`src/rtl/piccolo_sched.sv`:
```
`default_nettype none
//------------------------------------------------------------------------------
// Module   : piccolo_sched
// Purpose  : Round-robin two-requester sequencer for a shared iterative Piccolo
//            round core; returns ciphertext with requester ID.
// Revision : 1.0
//------------------------------------------------------------------------------
module piccolo_sched #(
    parameter int ROUNDS80  = 25,
    parameter int ROUNDS128 = 31
) (
    input  logic           clk,
    input  logic           reset,
    input  logic [1:0]     req_valid,
    output logic [1:0]     req_ready,
    input  logic [1:0]     req_version,
    input  logic [0:63]    req_text0,
    input  logic [0:63]    req_text1,
    input  logic [0:127]   req_key0,
    input  logic [0:127]   req_key1,
    output logic           rsp_valid,
    input  logic           rsp_ready,
    output logic           rsp_id,
    output logic [0:63]    rsp_text,
    output logic           busy,
    output logic           core_start,
    output logic           core_step,
    output logic [4:0]     core_round,
    output logic           core_version,
    output logic [0:63]    core_text,
    output logic [0:127]   core_key,
    input  logic [0:63]    core_result
);

    localparam logic [1:0] c_ST_IDLE = 2'd0;
    localparam logic [1:0] c_ST_LOAD = 2'd1;
    localparam logic [1:0] c_ST_RUN  = 2'd2;
    localparam logic [1:0] c_ST_DONE = 2'd3;

    localparam logic [4:0] c_N80  = 5'(ROUNDS80);
    localparam logic [4:0] c_N128 = 5'(ROUNDS128);

    logic [1:0]   r_state;
    logic [1:0]   w_next_state;
    logic         r_last_grant;
    logic         r_cooldown;
    logic         r_id;
    logic         r_version;
    logic [0:63]  r_text;
    logic [0:127] r_key;
    logic [4:0]   r_round;
    logic         r_first_done;
    logic [0:63]  r_rsp_text;

    logic         w_winner;
    logic         w_accept;
    logic [4:0]   w_rounds;
    logic         w_last_round;

    // A tie goes to the requester that did not win last time.
    always_comb begin
        w_winner  = (req_valid == 2'b11) ? ~r_last_grant : req_valid[1];
        req_ready = 2'b00;
        if ((r_state == c_ST_IDLE) && !r_cooldown && (req_valid != 2'b00)) begin
            req_ready = w_winner ? 2'b10 : 2'b01;
        end
        w_accept     = (req_ready != 2'b00);
        w_rounds     = r_version ? c_N128 : c_N80;
        w_last_round = (r_round == w_rounds);
    end

    always_ff @(posedge clk) begin
        if (reset) begin
            r_state <= c_ST_IDLE;
        end else begin
            r_state <= w_next_state;
        end
    end

    always_comb begin
        w_next_state = r_state;
        case (r_state)
            c_ST_IDLE: if (w_accept)     w_next_state = c_ST_LOAD;
            c_ST_LOAD:                   w_next_state = c_ST_RUN;
            c_ST_RUN:  if (w_last_round) w_next_state = c_ST_DONE;
            c_ST_DONE: if (rsp_ready)    w_next_state = c_ST_IDLE;
            default:                     w_next_state = c_ST_IDLE;
        endcase
    end

    always_comb begin
        busy       = (r_state != c_ST_IDLE);
        core_start = (r_state == c_ST_LOAD);
        core_step  = (r_state == c_ST_RUN);
        core_round = core_step ? r_round : 5'd0;
        rsp_valid  = (r_state == c_ST_DONE);
    end

    always_ff @(posedge clk) begin
        if (reset) begin
            r_last_grant <= 1'b1;
            r_cooldown   <= 1'b0;
            r_id         <= 1'b0;
            r_version    <= 1'b0;
            r_text       <= '0;
            r_key        <= '0;
            r_round      <= 5'd0;
            r_first_done <= 1'b0;
            r_rsp_text   <= '0;
        end else begin
            r_first_done <= (r_state == c_ST_RUN) && w_last_round;
            // Blocks acceptance for one IDLE cycle after a response retires.
            r_cooldown   <= (r_state == c_ST_DONE) && rsp_ready;
            if (w_accept) begin
                r_id         <= w_winner;
                r_last_grant <= w_winner;
                r_version    <= req_version[w_winner];
                r_text       <= w_winner ? req_text1 : req_text0;
                r_key        <= w_winner ? req_key1  : req_key0;
            end
            if (r_state == c_ST_LOAD) begin
                r_round <= 5'd1;
            end else if ((r_state == c_ST_RUN) && !w_last_round) begin
                r_round <= r_round + 5'd1;
            end
            if (r_first_done) begin
                r_rsp_text <= core_result;
            end
        end
    end

    // The core result becomes valid on DONE entry; pass it through for that
    // cycle and hold the captured copy afterwards.
    assign rsp_text     = r_first_done ? core_result : r_rsp_text;
    assign rsp_id       = r_id;
    assign core_version = r_version;
    assign core_text    = r_text;
    assign core_key     = r_key;

endmodule
`default_nettype wire

```
`config.mk`:
```
export PLATFORM = sky130hd
export DESIGN_NAME = piccolo_sched
export DESIGN_NICKNAME = d
export VERILOG_FILES = /design/src/rtl/piccolo_sched.sv
export SDC_FILE = /design/constraint.sdc
export NUM_CORES = 1
export LEC_CHECK = 0
export ABC_CLOCK_PERIOD_IN_PS = 2000
export BUFFER_PORTS_ARGS = -buffer_cell sky130_fd_sc_hd__buf_2
export CAP_MARGIN = 20
export CORE_AREA = 2 2 278 280
export CTS_CLUSTER_DIAMETER = 100
export DETAILED_ROUTE_END_ITERATION = 16
export DIE_AREA = 0 0 280 282
export MAX_ROUTING_LAYER = met4
export PLACE_DENSITY = 0.32
export SETUP_SLACK_MARGIN = 0.5
export SLEW_MARGIN = 10
export SYNTH_ARGS = -nofsm -noshare
export SYNTH_HDL_FRONTEND = slang
export SYNTH_SLANG_ARGS = --single-unit
```
`constraint.sdc`:
```
create_clock -name clk -period 2 [get_ports clk]
set_input_delay 0 -clock clk [delete_from_list [all_inputs] [get_ports clk]]
set_output_delay 0 -clock clk [all_outputs]
set_load 0.05 [all_outputs]
```
; ---- Word-level counts from Yosys, hierarchy flattened
; Cells that the tools add are included.
[classes]
n_mux = 16
n_eq_ne = 8
order_cmp = 1
n_addsub = 1
n_reduce_logical = 14
n_bitwise = 1
[op_table]
columns = op, n
row1 = 2-to-1 mux 128 bit, 1
row2 = 2-to-1 mux 64 bit, 2
row3 = 2-to-1 mux 2 bit, 5
row4 = case mux 2 bit (4 select lines), 1
row5 = nonzero test 2 bit, 4
row6 = == test 2 bit (second input constant), 3
row7 = adder 5 x 1 -> 5 bit (second input constant), 1
row8 = == test 5 bit, 1
row9 = logical AND 1 bit, 5
row10 = 2-to-1 mux 1 bit, 5
row11 = 2-to-1 mux 5 bit, 1
row12 = != test 2 x 1 -> 1 bit (second input constant), 2
row13 = 2-to-1 mux 3 bit, 1
row14 = AND reduction 3 bit, 1
row15 = == test 2 x 1 -> 1 bit (second input constant), 1
row16 = logical NOT 1 bit, 2
row17 = logical NOT 2 bit, 1
row18 = < comparator 1 x 2 -> 1 bit (second input constant), 1
row19 = != test 2 bit (second input constant), 1
row20 = OR reduction 2 bit, 1
row21 = NOT 1 bit, 1
[totals]
inputBits = 455
output_inout_bits = 269
reg_bits = 268
word_cells = 52

; ---- Longest topological paths before layout
; Gate-level depths: netlist of the first run.
[depth]
depth_word = 7
depth_mapped = 9
mapped_depth_nobuf = 6

; ---- Worst setup path before layout of the first run
; No wires, ideal clock.
[synth_path]
path_kind = register to register
from = register r_state[0]
to = register r_round[3]
path_buffers = 0
arrival_time_ns = 1.873
t_required_ns = 1.926
path_slack_ns = 0.053
setup_time_ns = 0.074
synth_period_minus_slack_ns = 1.947
stages_incl_launch_ff = 7
path_cell_list = dfxtp_1 -> inv_1 -> ha_1 -> and2_1 -> and3_1 -> o21ai_0 -> a31oi_1
[synth_via]
elab_chain_len = 2
elab_cells_between_ends = 4
cone_classes = eq/ne (2) / reduce/logical (2)
[synth_rtl]
columns = element, line_no
row1 = from (decl), 43  ; logic [1:0] r_state;
row2 = from (signal assigned), 74  ; r_state <= c_ST_IDLE;
row3 = from (signal assigned), 76  ; r_state <= w_next_state;
row4 = == test 2 bit, --
row5 = net core_step, 27  ; output logic core_step,
row6 = logical AND 1 bit, 123  ; end else if ((r_state == c_ST_RUN) && !w_last_round) begin
row7 = to (signal assigned), 124  ; r_round <= r_round + 5'd1;
row8 = to (decl), 51  ; logic [4:0] r_round;
; The timed path passes the listed nets, and every way through them passes these cells.
; A chain may end at the register's enable or synchronous reset.

; ---- Worst setup path in the final report of the first run
[layout_path]
from = register r_state[1]
to = register r_key, in the netlist core_key[25]
[layout_via]
elab_chain_len = 5
[layout_rtl]
columns = element, line_no
row1 = logical NOT 2 bit, 64  ; if ((r_state == c_ST_IDLE) && !r_cooldown && (req_valid != 2'b00)) begin
row2 = logical AND 1 bit (2 in series), 64
row3 = 2-to-1 mux 2 bit, 64
row4 = nonzero test 2 bit, 67  ; w_accept = (req_ready != 2'b00);
row5 = to (signal assigned), 119  ; r_key <= w_winner ? req_key1 : req_key0;
row6 = to (decl), 50  ; logic [0:127] r_key;
; Every way passes these cells.

==> results.md, run 1 <==
- Status: finished clean
- Final slew viol count: 0
- R2r endpoint: core_key[25]$_SDFFE_PP0P_
- Hold Path Class: in2reg
- Met2 usage: 23.8%
- Mapped Cells: 937
- ANT nets after route: 0
- Met1 usage: approximately 14%
- RSZ-0062 raised after global routing: yes
- Yosys top cell by area: dfxtp_1
- # setup viols final: 0
- Clock latency on the worst-skew pair: 550 ps
- Count of final hold-check violations: 0
- Horiz. Die Dim: ~280 um
- Max-Slew Margin vs Limit: 58.1%
- FFs w/ async S/R, synth: 0%
- R2R depth: 8
- Initial Utilization: 13.3%
- Max_cap viols: 0
- Via Count: 13000
- Boundary Pins: 724
- Share of cells above drive strength 1: 43.4%
- GRT Total Usage: 13.5%
- Clock root buffer: clkbuf_16
- Min cycle time layout: 1910 ps
- I/O Buffers: ~720
- # nets final: 2594
- Min-Delay Path Depth: 4
- Core Area: approximately 76000 um^2
- CP bufs+invs: 3
- Initial antenna violation count: 7
- DRC: 0
- Largest net degree at the start of global routing: 107
- Routability cong.: 0.789
- Hold worst-path end: core_text[5]$_SDFFE_PP0P_
- Share of the synthesized area in the top cell type: around 53%
- Vias per cell: 4.15
- Sequential area share after synthesis: 53.2%
- Setup TNS: 0 ps
- CTS tree: done
- Crit path largest cell delay: between 400 and 500 ps
- GRT met3 Usage: 4.80%
- Final wirelength: 58000 um
- Design area: 22300 um^2
- DIE AREA: 79000 um^2
- Slowest library cell on the worst path: a222oi_1
- Flops & latches, synth: 268
- Setup crit start kind: flip-flop
- Post-synth top cells: dfxtp_1, nor2_1, a222oi_1
- R2R setup slack: 90 ps
- Number of global-route vias before repair: 13300
- Area after DPL: 14800 um^2
- Hold WS: 240 ps
- Post-synth EDFFs: 0
- Congestion Overflow GR: 0
- Area of the mapped netlist: a little over 10000 um^2
- Part of the cycle the worst path needs: 95.7%
- CTS Sinks: 268
- FP Rows: 101
- Worst slew pin tran: 628 ps
- Maximum clock path buffer count: 3
- Most frequent cell after synthesis: dfxtp_1
- HP Start: req_text1[5]
- Filler cells: 7874
- Crit path DAT: 2320 ps
- Post-route insts no fill: around 3100
- Post-detail-place hpwl: ~37000 um
- Critical path, cell by cell: inv_2, ha_4, nor2b_4, buf_4, o21ai_4, buf_16, a222oi_1, nor2_1
- Critical Path Sink Type: flip-flop
- Clk slew on worst S/H paths: 60 ps
- Clock Skew: 20.2 ps
- Syn_area_per_cell: between 10 and 15 um^2
- DRT iter0 DRCs: 1156
- P&R area growth vs syn: 121%
- Post-Syn Nets: roughly 1400
- TritonCTS Buffers: 37
- Area contributors post-synth: dfxtp_1, a222oi_1, nor2_1
- Max Clock Freq: 0.523 GHz
- Pleak: around 0.010 uW
- Worst path required time: 2410 ps
- Crit path max fanout: between 100 and 150
- Delay-heaviest family, CP: compound AO/OA/AOI/OAI gates
- TritonRoute pass-1 iters: 9
- Worst R2R Start: r_state[1]$_SDFFE_PP0P_
- Yosys cell types: 35
- Synth warnings: 0
- H-tree levels: 2
- Crit path kind: reg2reg
- Routed wire per std cell: approximately 18 um
- Most used DFF post-synth: dfxtp_1
- First-pass GRT wire length: a little under 80000 um
- Peak VDD IR: 0.000998 V
- Global routing's busiest layer: met2
- P per Cell Area: 1160 nW/um^2
- Inst Count DP: 2570
- Die Y: 282 um
[metrics by stage]
step | total power [uW] | setup WS [ps] | utilization [%]
after CTS | 25300 | 104 | 28.8
after global routing | 27200 | 12.1 | 29.5
final | 25900 | 86.2 | 29.5
after global placement | 17200 | 122 | 19.6
after detailed placement | 17200 | 92.3 | 19.6
after floorplan | 14400 | 309 | -
[layer usage]
metal / vias to the layer above / share of wire (%)
met4: 0 / 3.9
li1: 6069 / -
met5: - / 0
met2: 712 / 50
met1: 6130 / 37
met3: 114 / 9.4
[flip-flops by register name (all words and copies together) (netlist names)]
name / flops
r_first_done: 1
r_last_grant: 1
core_text: 64
rsp_id: 1
r_round: 5
r_cooldown: 1
r_rsp_text: 64
core_version: 1
r_state: 2
core_key: 128
[area by class of cell]
cell class                 instances  area [um^2]  share of cell area (%)
antenna                            6         15.0                  0.0674
clock buffer                      54         1060                    4.75
clock inverter                     9          105                   0.471
inverter                           6         22.5                   0.101
multi-input combinational        561         4340                    19.5
sequential                       268         5370                    24.1
tap                              978         1220                    5.49
timing repair buffer            1260        10200                    45.6
[how the worst max path moves through the flow]
| stage | startpoint | endpoint | slack [ps] | cells past startpoint |
|---|---|---|---|---|
| after floorplan | r_state[1]$_SDFFE_PP0P_ | core_text[48]$_SDFFE_PP0P_ | 310 | 9 |
| after global placement | r_state[1]$_SDFFE_PP0P_ | core_key[69]$_SDFFE_PP0P_ | 120 | 8 |
| after detailed placement | r_state[1]$_SDFFE_PP0P_ | core_key[68]$_SDFFE_PP0P_ | 90 | 8 |
| after CTS | r_state[0]$_SDFFE_PP0P_ | req_ready[0] | 100 | 7 |
| after global routing | r_state[1]$_SDFFE_PP0P_ | core_text[21]$_SDFFE_PP0P_ | 10 | 9 |
| final | r_state[1]$_SDFFE_PP0P_ | core_key[25]$_SDFFE_PP0P_ | 90 | 8 |
[cell usage in the layout (no fill, tap or decap), drive strengths merged, types with 4 or more instances in the layout]
cell type / instances
ha: 5
and2: 69
nand2: 5
clkinv: 4
inv: 8
clkbuf: 65
diode: 6
a222oi: 193
dfxtp: 268
and3: 6
buf: 795
mux2: 64
nor2: 194
dlygate4sd3: 454
[power by group]
group	leakage [uW]	switching (uW)	total (uW)	internal, uW
Clock	0.000563	2610	6420	3810
Sequential	0.00220	587	6940	6350
Combinational	0.00740	7850	12500	4680
Total	0.0102	11000	25900	14800
[cells by family (layout without fill, tap and decap cells)]
logic type               after synthesis  count (layout)  share of synthesized area, %
AND/OR/NAND/NOR                      282             282                          12.7
adder cells (fa/ha/maj)                5               5                         0.621
other                                  0               6                             0
buffers and inverters                108            1329                          5.86
AO/OA/AOI/OAI                        209             209                          20.4
multiplexers                          65              65                          7.25
flip-flops                           268             268                          53.2
[worst min-delay path, cell delays in order]
cell and delay (ps):
dlygate4sd3_1 510, buf_2 100, a222oi_1 70, nor2_1 80
[repair_timing]
item,in CTS,in global routing
resized for setup,236,28
hold endpoints to repair,262,0
setup endpoints to repair,271,277
pin swaps,71,105
cloned,12,13
hold buffers,454,0
setup buffers,20,4
(Power assumes the default switching activity.)
==> run 2: changes to the inputs <==
Settings changed: CORE_AREA 2 2 278 280 to 4 4 280 282, DIE_AREA 0 0 280 282 to 0 0 284 286.
==> run 2 against run 1 <==
Effect of this change: highest routed layer unchanged; sequential share of layout area fell by 0.61 points; worst hold slack got worse by 4.7 ps; sequential cell count did not move; largest cell class unchanged; combinational power rose by 7%; register-to-register slack improved by 30 ps; wire length rose by 12%; sequential power barely moved; clock-buffer cell count did not move; largest power group unchanged.
==> results.md, run 2 (same netlist as run 1, synthesis figures left out) <==
- # setup viols final: 0
- Worst R2R Start: r_state[1]$_SDFFE_PP0P_
- Clock Skew: 15.9 ps
- Min cycle time layout: 1880 ps
- Vias per cell: 4.21
- Max-Slew Margin vs Limit: between 60% and 70%
- Final wirelength: 65100 um
- Boundary Pins: 724
- Most common cell after layout, fill and taps aside: buf_2
- Routed wire per std cell: 20.7 um
- Via Count: between 10000 and 15000
- DIE AREA: around 81000 um^2
- Peak VDD IR: 0.000858 V
- Critical Path Sink Type: flip-flop
- Hold worst-path end: core_key[72]$_SDFFE_PP0P_
- CP bufs+invs: 3
- Crit path largest cell delay: ~370 ps
- Count of final hold-check violations: 0
- Crit path kind: reg2reg
- ANT nets after route: 0
- Final slew viol count: 0
- Max reg flops: 128
- Crit path DAT: 2310 ps
- Post-detail-place hpwl: 40000 um
- R2r endpoint: core_key[38]$_SDFFE_PP0P_
- P per Cell Area: 1170 nW/um^2
- Maximum clock path buffer count: 3
- Congestion Overflow GR: 0
- R2R depth: 8
- DRT iter0 DRCs: roughly 1200
- Max Clock Freq: 0.532 GHz
- Routability cong.: 0.885
- DRC: 0
- Clk slew on worst S/H paths: about 60 ps
- Delay-heaviest family, CP: buffers and inverters
- Clock root buffer: clkbuf_16
- Hold Path Class: in2reg
- Worst slew pin tran: between 400 and 500 ps
- I/O Buffers: 723
- First-pass GRT wire length: 88200 um
- FP Rows: between 100 and 150
- # nets final: 2606
- Critical path, cell by cell: inv_2, ha_4, nor2b_4, and3_4, buf_4, clkbuf_16, a222oi_1, nor2_1
- Die Y: between 200 and 300 um
- Hold WS: roughly 240 ps
- Setup TNS: 0 ps
- Design area: between 20000 and 25000 um^2
- Share of cells above drive strength 1: between 40% and 50%
- Crit path max fanout: 34
- Most frequent cells in the layout: buf_2, dlygate4sd3_1, dfxtp_1
- Worst path required time: approximately 2400 ps
- Initial Utilization: 13.3%
- Horiz. Die Dim: around 280 um
- TritonRoute pass-1 iters: 7
- R2R setup slack: 120 ps
- Part of the cycle the worst path needs: 93.9%
- TritonCTS Buffers: 35
- GRT Total Usage: 14.5%
- Max_cap viols: 0
- P&R area growth vs syn: 127%
- CTS tree: done
- Area after DPL: 14700 um^2
- Pleak: a little over 0.01 uW
- RSZ-0062 raised after global routing: yes
- Status: finished clean
- Initial antenna violation count: 5
- Slowest library cell on the worst path: a222oi_1
- Setup crit start kind: flip-flop
- Largest net degree at the start of global routing: 127
- CTS Sinks: between 200 and 300
- HP Start: req_key0[72]
- Min-Delay Path Depth: 4
- H-tree levels: 2
- Clock latency on the worst-skew pair: 560 ps
- Core Area: approximately 76000 um^2
- Number of global-route vias before repair: 13900
[run 2: changes by cell type in the layout (fill, tap and decap cells not counted), moves of 2 or more]
| cell | change |
|---|---|
| buf_8 | +15 |
| mux2_2 | -13 |
| mux2_4 | +13 |
| buf_16 | +11 |
| buf_4 | -10 |
| buf_6 | -7 |
| clkbuf_8 | +3 |
| diode_2 | -3 |
| bufbuf_16 | +2 |
| clkinv_16 | +2 |
| clkinv_8 | -2 |
| clkinvlp_4 | -2 |
| inv_6 | -2 |
[run 2: metal layers]
layer  global-route usage [%]  routed length [um]  vias up
met5                        -                   0        -
met3                     4.08                5640       93
met2                     25.8               32700      733
met4                     4.49                1840        0
li1                         -                   -     6077
met1                     15.7               24900     6371
[run 2: tightest hold or removal path: cells and delay by family]
kind            cells  cell delay, ps
buf+inv             2             600
compound gates      1              70
simple gates        1              80
[run 2: final cells by class]
cell class / count / area [um^2]
inverters: 6 / 22.5
clock inverters: 7 / 129
fillers: 7774 / 52800
flip-flops and latches: 268 / 5370
well taps: 978 / 1220
repair buffers: 1274 / 10700
clock buffers: 54 / 1050
multi-input cells: 561 / 4400
diodes: 3 / 7.51
[run 2: per-stage QoR]
stage	std cells	util (%)	total power, uW	setup slack [ps]
2_1_floorplan	937	-	14400	309
3_3_place_gp	2560	19.4	17200	132
3_5_place_dp	2560	19.4	17100	104
4_1_cts	3122	29.4	26000	72.9
5_1_grt	3151	30.2	28100	31.8
6_report	3151	30.2	26800	121
[run 2: how the worst max path moves through the flow]
stage | endpoint | from | depth (start not counted)
final | core_key[38]$_SDFFE_PP0P_ | r_state[1]$_SDFFE_PP0P_ | 8
after global routing | core_key[41]$_SDFFE_PP0P_ | r_state[1]$_SDFFE_PP0P_ | 8
after CTS | core_text[14]$_SDFFE_PP0P_ | r_state[0]$_SDFFE_PP0P_ | 9
after detailed placement | core_key[60]$_SDFFE_PP0P_ | r_state[0]$_SDFFE_PP0P_ | 8
after global placement | core_key[86]$_SDFFE_PP0P_ | r_state[1]$_SDFFE_PP0P_ | 8
after floorplan | core_text[48]$_SDFFE_PP0P_ | r_state[1]$_SDFFE_PP0P_ | 9
[run 2: repair_timing]
item	in CTS	in global routing
hold buffers	454	0
cloned	23	13
pin swaps	44	54
gates resized for setup	263	70
setup buffers	24	13
hold endpoints to repair	261	0
setup endpoints to repair	271	277
[run 2: where the power goes]
part           internal (uW)  switching, uW  leakage, uW
registers               6350            617      0.00220
clock network           3790           2670     0.000573
logic                   5020           8350      0.00762
==> run 3: changes to the inputs <==
--- a/config.mk
+++ b/config.mk
@@ -16,4 +16,5 @@
 export PLACE_DENSITY = 0.32
 export SETUP_SLACK_MARGIN = 0.5
+export SKIP_LAST_GASP = 1
 export SLEW_MARGIN = 10
 export SYNTH_ARGS = -nofsm -noshare
==> constraint.sdc (replaced) <==
create_clock -name clk -period 2 [get_ports clk]
set_input_delay 0.5 -clock clk [delete_from_list [all_inputs] [get_ports clk]]
set_output_delay 0.5 -clock clk [all_outputs]
set_load 0.05 [all_outputs]
==> run 3 against run 2 <==
Effect of this change: the flow now finishes with violations (negative setup slack); clock power down 2%; total power up 5.9%; clock skew down 0.56 ps; combinational power up 12%; worst hold slack worse by 22 ps; wire length down 6.8%; register-to-register slack worse by 270 ps; sequential cell count unchanged; global-route usage down 0.86 points.
==> results.md, run 3 (same netlist as run 1, synthesis figures left out) <==
- Share of cells above drive strength 1: 58.2%
- Largest net degree at the start of global routing: 71
- GRT Total Usage: 13.6%
- R2R setup slack: -150 ps
- Failing checks: negative setup slack
- Max Clock Freq: 0.444 GHz
- Critical Path Sink Type: output pin
- Initial antenna violation count: 12
- Part of the cycle the worst path needs: 113%
- Worst slew pin tran: slightly below 600 ps
- CTS Sinks: around 270
- Crit path kind: reg2out
- I/O Buffers: 723
- # nets final: 2218
- Clock Skew: roughly 15 ps
- RSZ-0062 raised after global routing: yes
- Area after DPL: between 15000 and 20000 um^2
- Initial Utilization: about an eighth
- Routability cong.: ~0.85
- DRT iter0 DRCs: 1220
- # setup viols final: 250
- DRC: 0
- Hold Path Class: in2reg
- Clk slew on worst S/H paths: 50 ps
- First-pass GRT wire length: between 80000 and 90000 um
- Count of final hold-check violations: 0
- H-tree levels: 2
- P per Cell Area: about 1500 nW/um^2
- Most frequent cells in the layout: buf_2, dfxtp_1, nor2_1
- P&R area growth vs syn: 90.7%
- Die Y: 286 um
- Clock root buffer: clkbuf_16
- Final slew viol count: 0
- Min cycle time layout: 2250 ps
- Via Count: 11700
- Final core occ: 25.4%
- Crit path largest cell delay: roughly 430 ps
- Routed wire per std cell: 21.9 um
- Status: complete, but fails checks
- Horiz. Die Dim: 284 um
- Pleak: 0.00892 uW
- Setup TNS: -25890 ps
- Critical path, cell by cell: buf_6, clkbuf_16, mux2_4, buf_6
- Critical path's most frequent cell: buf_6
- Post-detail-place hpwl: 39500 um
- Slowest library cell on the worst path: dfxtp_4
- Final wirelength: 60700 um
- CTS tree: done
- Worst path required time: 1500 ps
- Hold bufs inserted after CTS: 0
- DIE AREA: 81200 um^2
- Post-route insts no fill: between 2000 and 3000
- Clock latency on the worst-skew pair: 540 ps
- Boundary Pins: 724
- TritonCTS Buffers: 37
- Setup crit start kind: flip-flop
- ANT nets after route: 0
- Vias per cell: 4.21
- Core Area: between 70000 and 80000 um^2
- Number of global-route vias before repair: around 12000
- TritonRoute pass-1 iters: 11
- Inst Count DP: about 2600
- Max_cap viols: 0
- Crit path max fanout: 7
- Final setup margin: -251 ps
- FP Rows: 101
- Max-Slew Margin vs Limit: roughly three fifths
- Most common cell after layout, fill and taps aside: buf_2
- Design area: 19200 um^2
- Peak VDD IR: roughly 0.00060 V
- Congestion Overflow GR: 0
- Maximum clock path buffer count: 3
- Crit path DAT: roughly 1800 ps
- Max reg flops: 128
[run 3: timing repair]
item | 4_1_cts | 5_1_grt
buffers inserted | 40 | 20
hold endpoints to repair | 0 | 0
setup endpoints to repair | 467 | 471
cloned | 30 | 17
pin swaps | 81 | 91
gates resized for setup | 193 | 129
[run 3: report_power, final]
part | switching [uW] | internal [uW]
Sequential | 626 | 6390
Clock | 2550 | 3770
Combinational | 8610 | 6430
[run 3: metrics by stage]
stage / setup slack [ps] / hold WS [ps] / total power, uW
3_3_place_gp: -42.0 / 438 / 17600
4_1_cts: -324 / 153 / 27400
3_5_place_dp: -84.0 / 454 / 17500
6_report: -251 / 213 / 28400
2_1_floorplan: 292 / 450 / 14400
5_1_grt: -340 / 182 / 29800
[run 3: layout make-up]
cell class                 instances  area, um^2
fill                            8135       56500
timing repair buffer             884        6920
sequential                       268        5420
multi-input combinational        561        4460
tap                              978        1220
clock buffer                      57        1050
clock inverter                     8         103
inverter                           6        27.5
antenna                            7        17.5
[run 3: critical path: cells and delay by family, from the launching register on]
| family | cells | cell delay (ps) |
|---|---|---|
| buf+inv | 3 | 470 |
| flops | 1 | 430 |
| mux | 1 | 310 |
[run 3: path summary, 6_finish.rpt]
path	startpoint	end	cells past startpoint
hold / removal	rsp_ready	r_cooldown$_SDFF_PP0_	2
setup / recovery	r_first_done$_SDFF_PP0_	rsp_text[7]	4
hold reg to reg	rsp_id$_SDFFE_PP0P_	rsp_id$_SDFFE_PP0P_	2
setup reg to reg	r_state[0]$_SDFFE_PP0P_	core_key[86]$_SDFFE_PP0P_	12
[run 3: per-layer routing]
layer | part of all wire (%) | wire [um] | GRT usage (%) | vias to the layer above
li1 | - | - | - | 5324
met1 | 39 | 23800 | 15.6 | 5609
met2 | 50 | 30400 | 23.2 | 652
met3 | 8.2 | 4990 | 3.85 | 83
met4 | 2.5 | 1510 | 4.13 | 0
met5 | 0 | 0 | - | -
